===== src/rtl/ps2_gamepad_decoder_if.sv =====
`default_nettype none
// ============================================================================
// Module      : ps2_gamepad_decoder_if
// Description : Byte handshake between the PS/2 receiver (producer) and
//               the gamepad decoder (consumer).
//                 data         8  scan-code byte
//                 data_valid   1  data holds a byte to transfer
//                 buffer_ready 1  consumer can take a byte this edge
//               master = receiver side, slave = decoder side.
// Revision    : 1.0  initial release
// ============================================================================
interface ps2_gamepad_decoder_if;
  logic [7:0] data;
  logic       data_valid;
  logic       buffer_ready;

  modport master (
    output data,
    output data_valid,
    input  buffer_ready
  );

  modport slave (
    input  data,
    input  data_valid,
    output buffer_ready
  );
endinterface
`default_nettype wire


===== src/rtl/ps2_gamepad_decoder.sv =====
`default_nettype none
// ============================================================================
// Module      : ps2_gamepad_decoder
// Description : Turns a stream of PS/2 set-2 scan codes into the live NES
//               pad state (A, B, SELECT, START, UP, DOWN, LEFT, RIGHT).
//               Handles E0 (extended), F0 (break), E1 (pause) prefixes,
//               BAT (AA/FC) re-plug and 00/FF overrun bytes.
// Ports       : clk_i        in   system clock
//               rst_n_i      in   asynchronous active-low reset
//               bus          slv  byte handshake (data/data_valid/buffer_ready)
//               buttons_o    out  pressed=1 [0]A [1]B [2]SEL [3]START
//                                 [4]UP [5]DOWN [6]LEFT [7]RIGHT
//               key_event_o  out  1-cycle pulse when buttons_o changes
// Parameters  : TIMEOUT_CYCLES  cycles allowed between bytes of a sequence
// Config      : PS2_PAD_SOCD_CLEAN_EN  when defined, opposing directions
//               held together both read as released
// Revision    : 1.0  initial release
// ============================================================================
module ps2_gamepad_decoder #(
  parameter int TIMEOUT_CYCLES = 2_000_000
) (
  input  wire logic             clk_i,
  input  wire logic             rst_n_i,
  ps2_gamepad_decoder_if.slave  bus,
  output logic [7:0]            buttons_o,
  output logic                  key_event_o
);

  localparam int c_timer_w = (TIMEOUT_CYCLES > 2) ? $clog2(TIMEOUT_CYCLES) : 1;
  localparam logic [c_timer_w-1:0] c_timeout_last = c_timer_w'(TIMEOUT_CYCLES - 1);

  localparam logic [2:0] c_idle    = 3'd0;
  localparam logic [2:0] c_ext     = 3'd1;
  localparam logic [2:0] c_brk     = 3'd2;
  localparam logic [2:0] c_ext_brk = 3'd3;
  localparam logic [2:0] c_pause   = 3'd4;

  // Pause sequence is E1 followed by seven more bytes.
  localparam logic [2:0] c_pause_len = 3'd7;

  logic [2:0]           r_state;
  logic [2:0]           w_state_next;
  logic                 r_ready;
  logic                 r_decode;
  logic [7:0]           r_byte;
  logic [7:0]           r_base;
  logic [7:0]           r_ext;
  logic [7:0]           w_base_next;
  logic [7:0]           w_ext_next;
  logic [2:0]           r_pause_cnt;
  logic [2:0]           w_pause_cnt_next;
  logic [c_timer_w-1:0] r_timer;
  logic                 w_accept;
  logic                 w_timeout;
  logic                 w_overrun;
  logic                 w_fake_shift;
  logic [7:0]           w_pad;
  logic [7:0]           w_pad_filt;
  logic [7:0]           r_buttons;
  logic                 r_key_event;

  // Single-byte codes that also drive the pad (Q, W, SPACE, ENTER, numpad).
  function automatic logic [7:0] f_base_mask(input logic [7:0] code);
    case (code)
      8'h15:   f_base_mask = 8'h01;
      8'h1D:   f_base_mask = 8'h02;
      8'h29:   f_base_mask = 8'h04;
      8'h5A:   f_base_mask = 8'h08;
      8'h75:   f_base_mask = 8'h10;
      8'h72:   f_base_mask = 8'h20;
      8'h6B:   f_base_mask = 8'h40;
      8'h74:   f_base_mask = 8'h80;
      default: f_base_mask = 8'h00;
    endcase
  endfunction

  // E0-prefixed codes (keypad ENTER, cursor arrows).
  function automatic logic [7:0] f_ext_mask(input logic [7:0] code);
    case (code)
      8'h5A:   f_ext_mask = 8'h08;
      8'h75:   f_ext_mask = 8'h10;
      8'h72:   f_ext_mask = 8'h20;
      8'h6B:   f_ext_mask = 8'h40;
      8'h74:   f_ext_mask = 8'h80;
      default: f_ext_mask = 8'h00;
    endcase
  endfunction

  assign w_accept     = bus.data_valid & r_ready;
  assign w_overrun    = (r_byte == 8'h00) || (r_byte == 8'hFF);
  assign w_fake_shift = (r_byte == 8'h12) || (r_byte == 8'h59);
  // Not checked during a decode cycle so a byte in flight always wins.
  assign w_timeout    = (r_state != c_idle) && !r_decode && (r_timer == c_timeout_last);

  assign bus.buffer_ready = r_ready;

  // Handshake: ready drops for exactly the decode cycle after each accept.
  always_ff @(posedge clk_i or negedge rst_n_i) begin
    if (!rst_n_i) begin
      r_ready  <= 1'b0;
      r_decode <= 1'b0;
      r_byte   <= 8'h00;
    end else begin
      r_ready  <= !w_accept;
      r_decode <= w_accept;
      if (w_accept) begin
        r_byte <= bus.data;
      end
    end
  end

  // Inter-byte timer, saturating.
  always_ff @(posedge clk_i or negedge rst_n_i) begin
    if (!rst_n_i) begin
      r_timer <= '0;
    end else if (w_accept) begin
      r_timer <= '0;
    end else if ((r_state != c_idle) && (r_timer != '1)) begin
      r_timer <= r_timer + 1'b1;
    end
  end

  // FSM: state register
  always_ff @(posedge clk_i or negedge rst_n_i) begin
    if (!rst_n_i) begin
      r_state <= c_idle;
    end else begin
      r_state <= w_state_next;
    end
  end

  // FSM: next state
  always_comb begin
    w_state_next = r_state;
    if (r_decode) begin
      if (w_overrun) begin
        w_state_next = c_idle;
      end else begin
        case (r_state)
          c_idle: begin
            if (r_byte == 8'hE0)      w_state_next = c_ext;
            else if (r_byte == 8'hF0) w_state_next = c_brk;
            else if (r_byte == 8'hE1) w_state_next = c_pause;
            else                      w_state_next = c_idle;
          end
          c_ext:     w_state_next = (r_byte == 8'hF0) ? c_ext_brk : c_idle;
          c_brk:     w_state_next = c_idle;
          c_ext_brk: w_state_next = c_idle;
          c_pause:   w_state_next = (r_pause_cnt <= 3'd1) ? c_idle : c_pause;
          default:   w_state_next = c_idle;
        endcase
      end
    end else if (w_timeout) begin
      w_state_next = c_idle;
    end
  end

  // FSM: key-state and pause-counter updates
  always_comb begin
    w_base_next      = r_base;
    w_ext_next       = r_ext;
    w_pause_cnt_next = r_pause_cnt;
    if (r_decode && !w_overrun) begin
      case (r_state)
        c_idle: begin
          if (r_byte == 8'hE1) begin
            w_pause_cnt_next = c_pause_len;
          end else if ((r_byte == 8'hAA) || (r_byte == 8'hFC)) begin
            // Keyboard re-plugged: nothing can still be held.
            w_base_next = 8'h00;
            w_ext_next  = 8'h00;
          end else if ((r_byte != 8'hE0) && (r_byte != 8'hF0)) begin
            w_base_next = r_base | f_base_mask(r_byte);
          end
        end
        c_ext: begin
          if ((r_byte != 8'hF0) && !w_fake_shift) begin
            w_ext_next = r_ext | f_ext_mask(r_byte);
          end
        end
        c_brk: begin
          w_base_next = r_base & ~f_base_mask(r_byte);
        end
        c_ext_brk: begin
          if (!w_fake_shift) begin
            w_ext_next = r_ext & ~f_ext_mask(r_byte);
          end
        end
        c_pause: begin
          if (r_pause_cnt != 3'd0) begin
            w_pause_cnt_next = r_pause_cnt - 3'd1;
          end
        end
        default: begin
          w_base_next = r_base;
        end
      endcase
    end
  end

  always_ff @(posedge clk_i or negedge rst_n_i) begin
    if (!rst_n_i) begin
      r_base      <= 8'h00;
      r_ext       <= 8'h00;
      r_pause_cnt <= 3'd0;
    end else begin
      r_base      <= w_base_next;
      r_ext       <= w_ext_next;
      r_pause_cnt <= w_pause_cnt_next;
    end
  end

  // Arrow and numpad sources are kept apart so releasing one does not
  // release a still-held twin.
  assign w_pad = r_base | r_ext;

`ifdef PS2_PAD_SOCD_CLEAN_EN
  always_comb begin
    w_pad_filt = w_pad;
    if (w_pad[4] && w_pad[5]) begin
      w_pad_filt[4] = 1'b0;
      w_pad_filt[5] = 1'b0;
    end
    if (w_pad[6] && w_pad[7]) begin
      w_pad_filt[6] = 1'b0;
      w_pad_filt[7] = 1'b0;
    end
  end
`else
  assign w_pad_filt = w_pad;
`endif

  always_ff @(posedge clk_i or negedge rst_n_i) begin
    if (!rst_n_i) begin
      r_buttons   <= 8'h00;
      r_key_event <= 1'b0;
    end else begin
      r_buttons   <= w_pad_filt;
      r_key_event <= (w_pad_filt != r_buttons);
    end
  end

  assign buttons_o   = r_buttons;
  assign key_event_o = r_key_event;

endmodule
`default_nettype wire


===== src/flat_wrapper.sv =====
// flat-port wrapper written by rule: the top's interface ports become plain ports
module ps2_gamepad_decoder_flat 
#(
  parameter int TIMEOUT_CYCLES = 2_000_000
)
  (clk_i, rst_n_i, buttons_o, key_event_o, bus_data, bus_data_valid, bus_buffer_ready);
  ps2_gamepad_decoder_if bus_i ();
  input  wire logic clk_i;
  input  wire logic rst_n_i;
  output logic [7:0] buttons_o;
  output logic key_event_o;
  input wire logic [$bits(bus_i.data)-1:0] bus_data;
  input wire logic [$bits(bus_i.data_valid)-1:0] bus_data_valid;
  output wire logic [$bits(bus_i.buffer_ready)-1:0] bus_buffer_ready;
  assign bus_i.data = bus_data;
  assign bus_i.data_valid = bus_data_valid;
  assign bus_buffer_ready = bus_i.buffer_ready;
  ps2_gamepad_decoder #(.TIMEOUT_CYCLES(TIMEOUT_CYCLES)) u_core (.clk_i(clk_i), .rst_n_i(rst_n_i), .bus(bus_i), .buttons_o(buttons_o), .key_event_o(key_event_o));
endmodule

===== config.mk =====
export PLATFORM = sky130hd
export DESIGN_NAME = ps2_gamepad_decoder_flat
export DESIGN_NICKNAME = d
export VERILOG_FILES = /design/src/rtl/ps2_gamepad_decoder_if.sv /design/src/rtl/ps2_gamepad_decoder.sv /design/src/flat_wrapper.sv
export SDC_FILE = /design/constraint.sdc
export NUM_CORES = 1
export LEC_CHECK = 0
export BUFFER_PORTS_ARGS = -buffer_cell sky130_fd_sc_hd__buf_4
export CAP_MARGIN = 20
export CORE_MARGIN = 5
export CORE_UTILIZATION = 45
export DETAILED_ROUTE_END_ITERATION = 8
export HOLD_SLACK_MARGIN = 0.06
export SKIP_CTS_REPAIR_TIMING = 1
export SLEW_MARGIN = 25
export SYNTH_ARGS = -nofsm -noshare
export SYNTH_HDL_FRONTEND = slang
export SYNTH_SLANG_ARGS = --single-unit

===== constraint.sdc =====
create_clock -name clk_i -period 2.16 [get_ports clk_i]
set_input_delay 0.216 -clock clk_i [delete_from_list [all_inputs] [get_ports clk_i]]
set_output_delay 0.216 -clock clk_i [all_outputs]
set_load 0.02 [all_outputs]

# Yosys cells after proc, flatten, opt, wreduce, memory -nomap -nowiden
# Index checks and enable logic that the tools add are counted.
# Widths: inputs -> output; s select.
[totals]
regBits = 62
input_bits = 11
elab_cells = 116
[classes]
addsub = 2
order_cmp = 1
n_eq_ne = 32
mux = 38
bitwise = 8
n_reduce_logical = 25
[ops]
columns = ["cell", "n"]
rows = [
  ["$mux 8", 20],
  ["$pmux 8 s8", 1],
  ["$eq 8x7->1 const B", 6],
  ["$eq 8x8->1 const B", 6],
  ["$mux 21", 2],
  ["$pmux 8 s5", 1],
  ["$mux 3", 9],
  ["$eq 8x5->1 const B", 3],
  ["$or 8x8->8", 3],
  ["$pmux 8 s3", 1],
  ["$add 21x1->21 const B", 1],
  ["$eq 21x21->1 const B", 1],
  ["$ne 21x21->1 const B", 1],
  ["$and 8x8->8", 2],
  ["$ne 8x8->1 const B", 2],
  ["$not 8->8", 2],
  ["$pmux 8 s2", 1],
  ["$pmux 3 s3", 1],
  ["$reduce_bool 3->1", 3],
  ["$eq 8x6->1 const B", 1],
  ["$logic_not 8->1", 1],
  ["$ne 2x1->1 const B", 4],
  ["$ne 8x8->1", 1],
  ["$reduce_and 4->1", 2],
  ["other kinds (16)", 31],
]

# Logic depth before layout (Yosys ltp)
# Gate-level depths: netlist of run 1.
[logic_depth]
ltp_word = 12
ltp_mapped = 8
depth_no_buf = 6

# Worst setup path before layout of run 1
# OpenSTA, ideal clock, no wires.
[synth_timing]
path_type = "register to register"
from = "register u_core.r_byte[4]"
to = "register u_core.r_ext[3]"
setup_ns = 0.096
arrival_time_ns = 2.048
required_time_ns = 2.064
slack_ns = 0.016
stages_incl_launch_ff = 7
n_path_buf = 1
synth_period_minus_slack_ns = 2.144
cell_sequence = "dfrtp_1 buf_6 or4b_4 a21o_1 a211o_1 or2_4 o31ai_1"
[synth_between]
elab_chain_cells = 9
[synth_rtl]
columns = ["element", "line_no", "text"]
rows = [
  ["from (decl)", "ps2_gamepad_decoder.sv:45", "logic [7:0] r_byte;"],
  ["from (signal assigned)", "ps2_gamepad_decoder.sv:107", "r_byte <= bus.data;"],
  ["$eq 8x7->1", "ps2_gamepad_decoder.sv:79", "case (code)"],
  ["$pmux 8 s5", "ps2_gamepad_decoder.sv:79", ""],
  ["$mux 8", "ps2_gamepad_decoder.sv:185", "if (!w_fake_shift) begin"],
  ["$mux 8", "ps2_gamepad_decoder.sv:164", "case (r_state)"],
  ["$mux 8", "ps2_gamepad_decoder.sv:163", "if (r_decode && !w_overrun) begin"],
  ["$not 8->8", "ps2_gamepad_decoder.sv:186", "w_ext_next = r_ext & ~f_ext_mask(r_byte);"],
  ["$and 8x8->8", "ps2_gamepad_decoder.sv:186", ""],
  ["$mux 8", "ps2_gamepad_decoder.sv:185", ""],
  ["$pmux 8 s3", "ps2_gamepad_decoder.sv:164", ""],
  ["to (signal assigned)", "ps2_gamepad_decoder.sv:208", "r_ext <= w_ext_next;"],
  ["to (decl)", "ps2_gamepad_decoder.sv:47", "logic [7:0] r_ext;"],
]
# Several ways; a longest one is shown, not always the timed one. The select of a mux whose other input is x is not followed.
# A chain may end at the register's enable or synchronous reset.

# Worst setup path in the final report of run 1
[layout_timing]
from = "register u_core.r_byte[6]"
to = "register u_core.r_ext[5]"
# Same word-level chain as after synthesis.

==> results.sh, run 1 <==
export IMPL_powerDensity_mw_per_mm2=640
export IMPL_routed_wl_um=7160
export IMPL_timing_fmax_ghz=0.480
export IMPL_fin_nets=392
export IMPL_yosysWarnings=0
export IMPL_reg2reg_from="u_core.r_byte[6]$_DFFE_PN0P_"
export IMPL_fin_cells=478
export IMPL_multi_input_area_mm2=0.00164
export IMPL_utilization_pct=56.5
export IMPL_status="finished clean"
export IMPL_clk_pin_slew_ns=0.07
export IMPL_grt_total_usage_pct=18.0
export IMPL_synth_area_leaders="dfrtp_1 46%, nand2_1 4.2%, o31ai_1 4.2%, xnor2_1 3.8%, nor2_1 3.1%"
export IMPL_dieWidth_um=94.2
export IMPL_crit_path_max_incr_delay_ns=0.53
export IMPL_cp_required_ns=2.37
export IMPL_drv_cap=0
export IMPL_vias_per_cell=5.55
export IMPL_dp_cells=460
export IMPL_ys_async_sr_fraction_pct=100
export IMPL_netlist_instances=336
export IMPL_grt_max_degree=60
export IMPL_setup_viol=0
export IMPL_rows=30
export IMPL_slowest_stage="or4b_4"
export IMPL_ant_nets=0
export IMPL_grt_pass1_wl_um=12600
export IMPL_seq_area_mm2=0.00148
export IMPL_syn_cell_area_mm2=0.00319
export IMPL_endpoint_kind="register"
export IMPL_yosysTopAreaCell="dfrtp_1"
export IMPL_clock_sink_count=59
export IMPL_r2r_setup_slack_ns=0.08
export IMPL_final_hold_viol_count=0
export IMPL_antenna_found_initial=0
export IMPL_wl_per_cell_um=15.0
export IMPL_synth_edf_count=0
export IMPL_clockBufferDepth=2
export IMPL_cp_startpoint="u_core.r_byte[6]$_DFFE_PN0P_"
export IMPL_max_slew_margin_pct=50.0
export IMPL_yosysTopAreaCellShare_pct=46.3
export IMPL_core_mm2=0.00683
export IMPL_leakagePower_nw=1.58
export IMPL_worstMarginPinSlew_ns=0.750
export IMPL_seq_area_frac_synth_pct=46.3
export IMPL_path_cells="or4b_4 -> a21o_1 -> a211o_1 -> buf_4 -> o31ai_4 -> o31ai_2"
export IMPL_startpoint_type="register"
export IMPL_via_count=2654
export IMPL_htree_levels=3
export IMPL_cts_tree="yes"
export IMPL_postSynthAreaPerCell_um2=9.50
export IMPL_rsz0062_at_grt="yes"
export IMPL_overflow=0
export IMPL_cts_root_buf="clkbuf_8"
export IMPL_cts_buffers=9
export IMPL_ios=21
export IMPL_cp_max_fo=6
export IMPL_dieHeight_um=94.2
export IMPL_fillers=647
export IMPL_hold_class="in -> reg"
export IMPL_initial_utilization_pct=46.7
export IMPL_setup_tns_ns=0
export IMPL_layout_worst_path_cycle_share_pct=96.4
export IMPL_io_buffers=20
export IMPL_drt_iter0_markers=112
export IMPL_clock_latency_ns=0.34
export IMPL_r2r_end="u_core.r_ext[5]$_DFFE_PN0P_"
export IMPL_critical_path_arrival_ns=2.29
export IMPL_dp_hpwl_um=5160
export IMPL_gp_congestion=0.774
export IMPL_drive_gt1_share_pct=23.8
export IMPL_ys_flop_type="dfrtp_1"
export IMPL_antenna_cells=0
export IMPL_dieArea_mm2=0.00888
export IMPL_ys_ff_latch=59
export IMPL_worst_r2r_cell_count=6
export IMPL_synth_distinct_cells=56
export IMPL_worstSetupEndpoint="u_core.r_ext[5]$_DFFE_PN0P_"
export IMPL_grt_pass1_vias=2644
export IMPL_fin_worst_skew_ns=0.00880
export IMPL_setup_worst_path_class="reg -> reg"
export IMPL_layout_min_cycle_time_ns=2.08
export IMPL_area_growth_syn_to_layout_pct=21.0
export IMPL_report_final_slew_viol_count=0
export IMPL_syn_nets=351
export IMPL_firstDrtPassIters=4
export IMPL_vdd_drop_max_v=0.000294
export IMPL_drcViolationCount=0
==> placed cells by master (no fill, tap or decap), types with 3 or more instances in the layout <==
cell type,instances
nand2b_1,3
dfrtp_1,56
dfrtp_2,3
o21ai_0,7
xnor2_1,14
or2_2,5
clkinv_2,3
nand2_1,36
and4_1,4
ha_1,4
nor2b_1,6
a21oi_1,15
clkbuf_8,10
nor4b_1,3
nand4_1,13
nand3_1,10
inv_1,7
o31ai_1,13
nor3_1,6
xor2_1,10
and3_1,12
buf_4,52
nor2_1,26
or4_1,7
nand4b_1,3
nor4_1,3
o211ai_1,4
o31ai_2,4
==> per-layer routing <==
layer / vias to the layer above / global-route usage [%] / routed length (um)
met3: 11 / 4.17 / 229
li1: 1311 / - / -
met2: 35 / 31.0 / 3650
met4: 0 / 5.42 / 99
met5: - / 0 / 0
met1: 1297 / 22.2 / 3190
==> synth_stat cells, types with 2 or more instances <==
| cell type | number |
|---|---|
| dfrtp_1 | 59 |
| nand2_1 | 36 |
| nor2_1 | 26 |
| o31ai_1 | 18 |
| a21oi_1 | 15 |
| clkbuf_1 | 15 |
| xnor2_1 | 14 |
| nand4_1 | 13 |
| and3_1 | 12 |
| nand3_1 | 10 |
| xor2_1 | 10 |
| inv_1 | 7 |
| o21ai_0 | 7 |
| or4_1 | 7 |
| nor2b_1 | 6 |
| nor3_1 | 6 |
| buf_2 | 5 |
| or2_2 | 5 |
| and4_1 | 4 |
| ha_1 | 4 |
| nor4b_1 | 4 |
| o211ai_1 | 4 |
| nand2b_1 | 3 |
| nand4b_1 | 3 |
| nor4_1 | 3 |
| a211o_1 | 2 |
| a211oi_1 | 2 |
| a32o_1 | 2 |
| a41oi_1 | 2 |
| mux2_2 | 2 |
| nor3b_1 | 2 |
| o2111ai_1 | 2 |
| or3_1 | 2 |
| or4b_1 | 2 |
==> logic make-up (layout without fill, tap and decap cells) <==
| family | count (synthesis) | after routing | synth area share, % |
|---|---|---|---|
| multiplexers | 3 | 3 | 1.02 |
| flip-flops | 59 | 59 | 46.3 |
| AO/OA/AOI/OAI | 65 | 65 | 14.3 |
| adder cells (fa/ha/maj) | 4 | 4 | 1.57 |
| XOR/XNOR | 24 | 24 | 6.59 |
| buffers and inverters | 30 | 76 | 4.08 |
| AND/OR/NAND/NOR | 151 | 151 | 26.2 |
==> power by group <==
group / total [mW] / switching, mW / internal, mW
sequential: 1.19 / 0.0483 / 1.14
combinational: 0.294 / 0.160 / 0.134
clock: 0.986 / 0.428 / 0.558
total: 2.47 / 0.636 / 1.83
==> sequential cells by signal (all words and copies together), names as in the netlist <==
signal and flops:
u_core.buttons_o 8, u_core.r_ext 5, u_core.bus.buffer_ready 1, u_core.key_event_o 1, u_core.r_state 3, u_core.r_base 8
u_core.r_decode 1, u_core.r_pause_cnt 3, u_core.r_timer 21, u_core.r_byte 8
==> critical path: cells and delay by family (launching register included) <==
family	cells	cell delay (ns)
compound gates	4	0.81
buf+inv	1	0.17
flops	1	0.45
simple gates	1	0.53
==> through the flow <==
| step | power, mW | setup slack, ns | instance area, um^2 | hold WS, ns |
|---|---|---|---|---|
| 2_1_floorplan | 1.36 | 0.0164 | 3190 | -0.0796 |
| 3_3_place_gp | 1.49 | 0.104 | 3590 | 0.330 |
| 3_5_place_dp | 1.49 | 0.0680 | 3590 | 0.334 |
| 4_1_cts | 2.50 | 0.0500 | 3780 | -0.0412 |
| 5_1_grt | 2.62 | -0.0156 | 3860 | 0.0640 |
| 6_report | 2.47 | 0.0787 | 3860 | 0.0636 |
==> final cells by class <==
cell class / instances / area share, %
clock buffers: 11 / 3.66
clock inverters: 5 / 1.36
inverters: 7 / 0.680
multi-input cells: 247 / 42.5
flip-flops and latches: 59 / 38.3
well taps: 96 / 3.11
repair buffers: 53 / 10.4
==> worst min path at each step <==
| stage | depth (start not counted) | startpoint | to | slack (ns) |
|---|---|---|---|---|
| 2_1_floorplan | 0 | rst_n_i | u_core.bus.buffer_ready$_DFF_PN0_ | -0.08 |
| 3_3_place_gp | 1 | rst_n_i | u_core.buttons_o[1]$_DFF_PN0_ | 0.33 |
| 3_5_place_dp | 1 | rst_n_i | u_core.buttons_o[1]$_DFF_PN0_ | 0.33 |
| 4_1_cts | 1 | rst_n_i | u_core.buttons_o[1]$_DFF_PN0_ | -0.04 |
| 5_1_grt | 3 | bus_data[2] | u_core.r_byte[2]$_DFFE_PN0P_ | 0.06 |
| 6_report | 3 | bus_data[0] | u_core.r_byte[0]$_DFFE_PN0P_ | 0.06 |
Power figures use the tool's default switching activity.
==> inputs of run 2 (changes only) <==
Settings changed: CORE_ASPECT_RATIO set to 0.7, CORE_MARGIN 5 to not set.
Clock period 2.16 ns to 1.8 ns, I/O delays scaled along.
==> run 2 against run 1 <==
  * The flow now finishes with violations (setup timing)
  * Critical endpoint is now u_core.r_ext[6]$_DFFE_PN0P_
  * Cell count up 11%
  * Core utilization is 10 points higher
  * Largest power group unchanged
  * Largest cell class unchanged
  * Design area increased by 18%
==> results.sh, run 2 (synthesis results as in run 1) <==
export IMPL_io_buffers=20
export IMPL_clock_sink_count=59
export IMPL_clockBufferDepth=2
export IMPL_overflow=0
export IMPL_total_power_mw=3.26
export IMPL_worst_hold_path_endpoint="u_core.r_byte[3]$_DFFE_PN0P_"
export IMPL_dieArea_mm2=0.00744
export IMPL_worst_r2r_cell_count=6
export IMPL_drive_gt1_share_pct=38.6
export IMPL_cts_tree="yes"
export IMPL_largest_reg_flops=21
export IMPL_clock_latency_ns=0.36
export IMPL_status="finished, violations left"
export IMPL_fin_nets=446
export IMPL_startpoint_type="register"
export IMPL_area_growth_syn_to_layout_pct=42.2
export IMPL_drv_cap=0
export IMPL_final_common_cell="buf_4"
export IMPL_grt_total_usage_pct=24.2
export IMPL_dieHeight_um=72.5
export IMPL_ios=21
export IMPL_rows=25
export IMPL_crit_path_max_incr_delay_ns=0.60
export IMPL_firstDrtPassIters=4
export IMPL_seq_area_mm2=0.00148
export IMPL_timing_fmax_ghz=0.459
export IMPL_cp_max_fo=5
export IMPL_worstMarginPinSlew_ns=0.746
export IMPL_final_hold_viol_count=0
export IMPL_fin_cells=529
export IMPL_r2r_setup_slack_ns=-0.38
export IMPL_cp_required_ns=2.02
export IMPL_dp_cells=499
export IMPL_utilization_pct=66.6
export IMPL_initial_utilization_pct=46.8
export IMPL_r2r_end="u_core.r_ext[6]$_DFFE_PN0P_"
export IMPL_critical_path_arrival_ns=2.40
export IMPL_htree_levels=3
export IMPL_vdd_drop_max_v=0.000426
export IMPL_routed_wl_um=8750
export IMPL_cts_buffers=9
export IMPL_reg2reg_from="u_core.r_byte[6]$_DFFE_PN0P_"
export IMPL_cts_root_buf="clkbuf_8"
export IMPL_hold_depth=3
export IMPL_endpoint_kind="register"
export IMPL_report_final_slew_viol_count=0
export IMPL_ant_nets=0
export IMPL_failed_checks="setup timing"
export IMPL_antenna_cells=0
export IMPL_wl_per_cell_um=16.5
export IMPL_hold_class="in -> reg"
export IMPL_final_cell_mix="96 x buf_4, 54 x dfrtp_1, 33 x nand2_1"
export IMPL_layout_worst_path_cycle_share_pct=121
export IMPL_vias_per_cell=5.59
export IMPL_grt_max_degree=60
export IMPL_clk_pin_slew_ns=0.07
export IMPL_setup_slack_ns=-0.381
export IMPL_regMostFlops="u_core.r_timer"
export IMPL_fin_worst_skew_ns=0.00960
export IMPL_powerDensity_mw_per_mm2=718
export IMPL_setup_viol=16
export IMPL_path_cells="or4b_1 -> a2111oi_4 -> buf_4 -> a2bb2oi_2 -> or2_4 -> o31ai_4"
export IMPL_layout_min_cycle_time_ns=2.18
export IMPL_slowest_stage="or4b_1"
export IMPL_core_mm2=0.00682
export IMPL_via_count=2958
export IMPL_rsz0062_at_grt="yes"
export IMPL_max_slew_margin_pct=50.3
export IMPL_multi_input_area_mm2=0.00187
export IMPL_fillers=557
export IMPL_drt_iter0_markers=130
export IMPL_dieWidth_um=103
export IMPL_grt_pass1_vias=2612
export IMPL_grt_pass1_wl_um=13100
export IMPL_gp_congestion=0.877
export IMPL_drcViolationCount=0
export IMPL_dp_hpwl_um=5850
export IMPL_setup_worst_path_class="reg -> reg"
export IMPL_leakagePower_nw=1.90
export IMPL_antenna_found_initial=0
export IMPL_worstHoldStart="bus_data[3]"
==> run 2: cell type report <==
type	count	share of cell area (%)
clock inverter	1	0.662
multi-input combinational	247	41.1
tap	94	2.59
timing repair buffer	107	18.4
sequential	59	32.7
clock buffer	14	4.02
inverter	7	0.579
==> run 2: per-layer routing <==
layer / vias up / GRT usage [%] / routed length (um)
met1: 1460 / 37.6 / 4520
li1: 1421 / - / -
met5: - / 0 / 0
met2: 67 / 31.0 / 3690
met4: 0 / 9.52 / 122
met3: 10 / 6.45 / 425
==> run 2: critical path: cells and delay by family, from the launching register on <==
family / cells / cell delay (ns)
simple gates: 2 / 0.82
flops: 1 / 0.41
compound gates: 3 / 0.65
buf+inv: 1 / 0.17
==> run 2: worst max path at each step <==
stage | end | slack, ns | cells past startpoint | startpoint
after floorplan | u_core.r_ext[6]$_DFFE_PN0P_ | -0.27 | 6 | u_core.r_byte[6]$_DFFE_PN0P_
after global placement | u_core.r_ext[3]$_DFFE_PN0P_ | -0.26 | 7 | u_core.r_byte[6]$_DFFE_PN0P_
after detailed placement | u_core.r_ext[6]$_DFFE_PN0P_ | -0.34 | 5 | u_core.r_byte[6]$_DFFE_PN0P_
after CTS | u_core.r_ext[6]$_DFFE_PN0P_ | -0.34 | 5 | u_core.r_byte[6]$_DFFE_PN0P_
after global routing | u_core.r_ext[4]$_DFFE_PN0P_ | -0.41 | 6 | u_core.r_byte[6]$_DFFE_PN0P_
final | u_core.r_ext[6]$_DFFE_PN0P_ | -0.38 | 6 | u_core.r_byte[6]$_DFFE_PN0P_
==> run 2: metrics by stage <==
step	cell area (um^2)	hold WS (ns)	setup WS [ns]	TNS, ns
6_report	4540	0.0422	-0.381	-3.94
4_1_cts	4140	-0.0848	-0.344	-4.97
3_5_place_dp	3930	0.307	-0.341	-4.58
3_3_place_gp	3930	0.301	-0.262	-3.87
5_1_grt	4540	0.0943	-0.409	-5.11
2_1_floorplan	3260	-0.116	-0.266	-2.82
==> run 2: where the power goes <==
part | leakage (nW) | switching, mW | internal [mW]
logic | 1.07 | 0.281 | 0.270
registers | 0.715 | 0.0486 | 1.37
clock network | 0.109 | 0.507 | 0.783
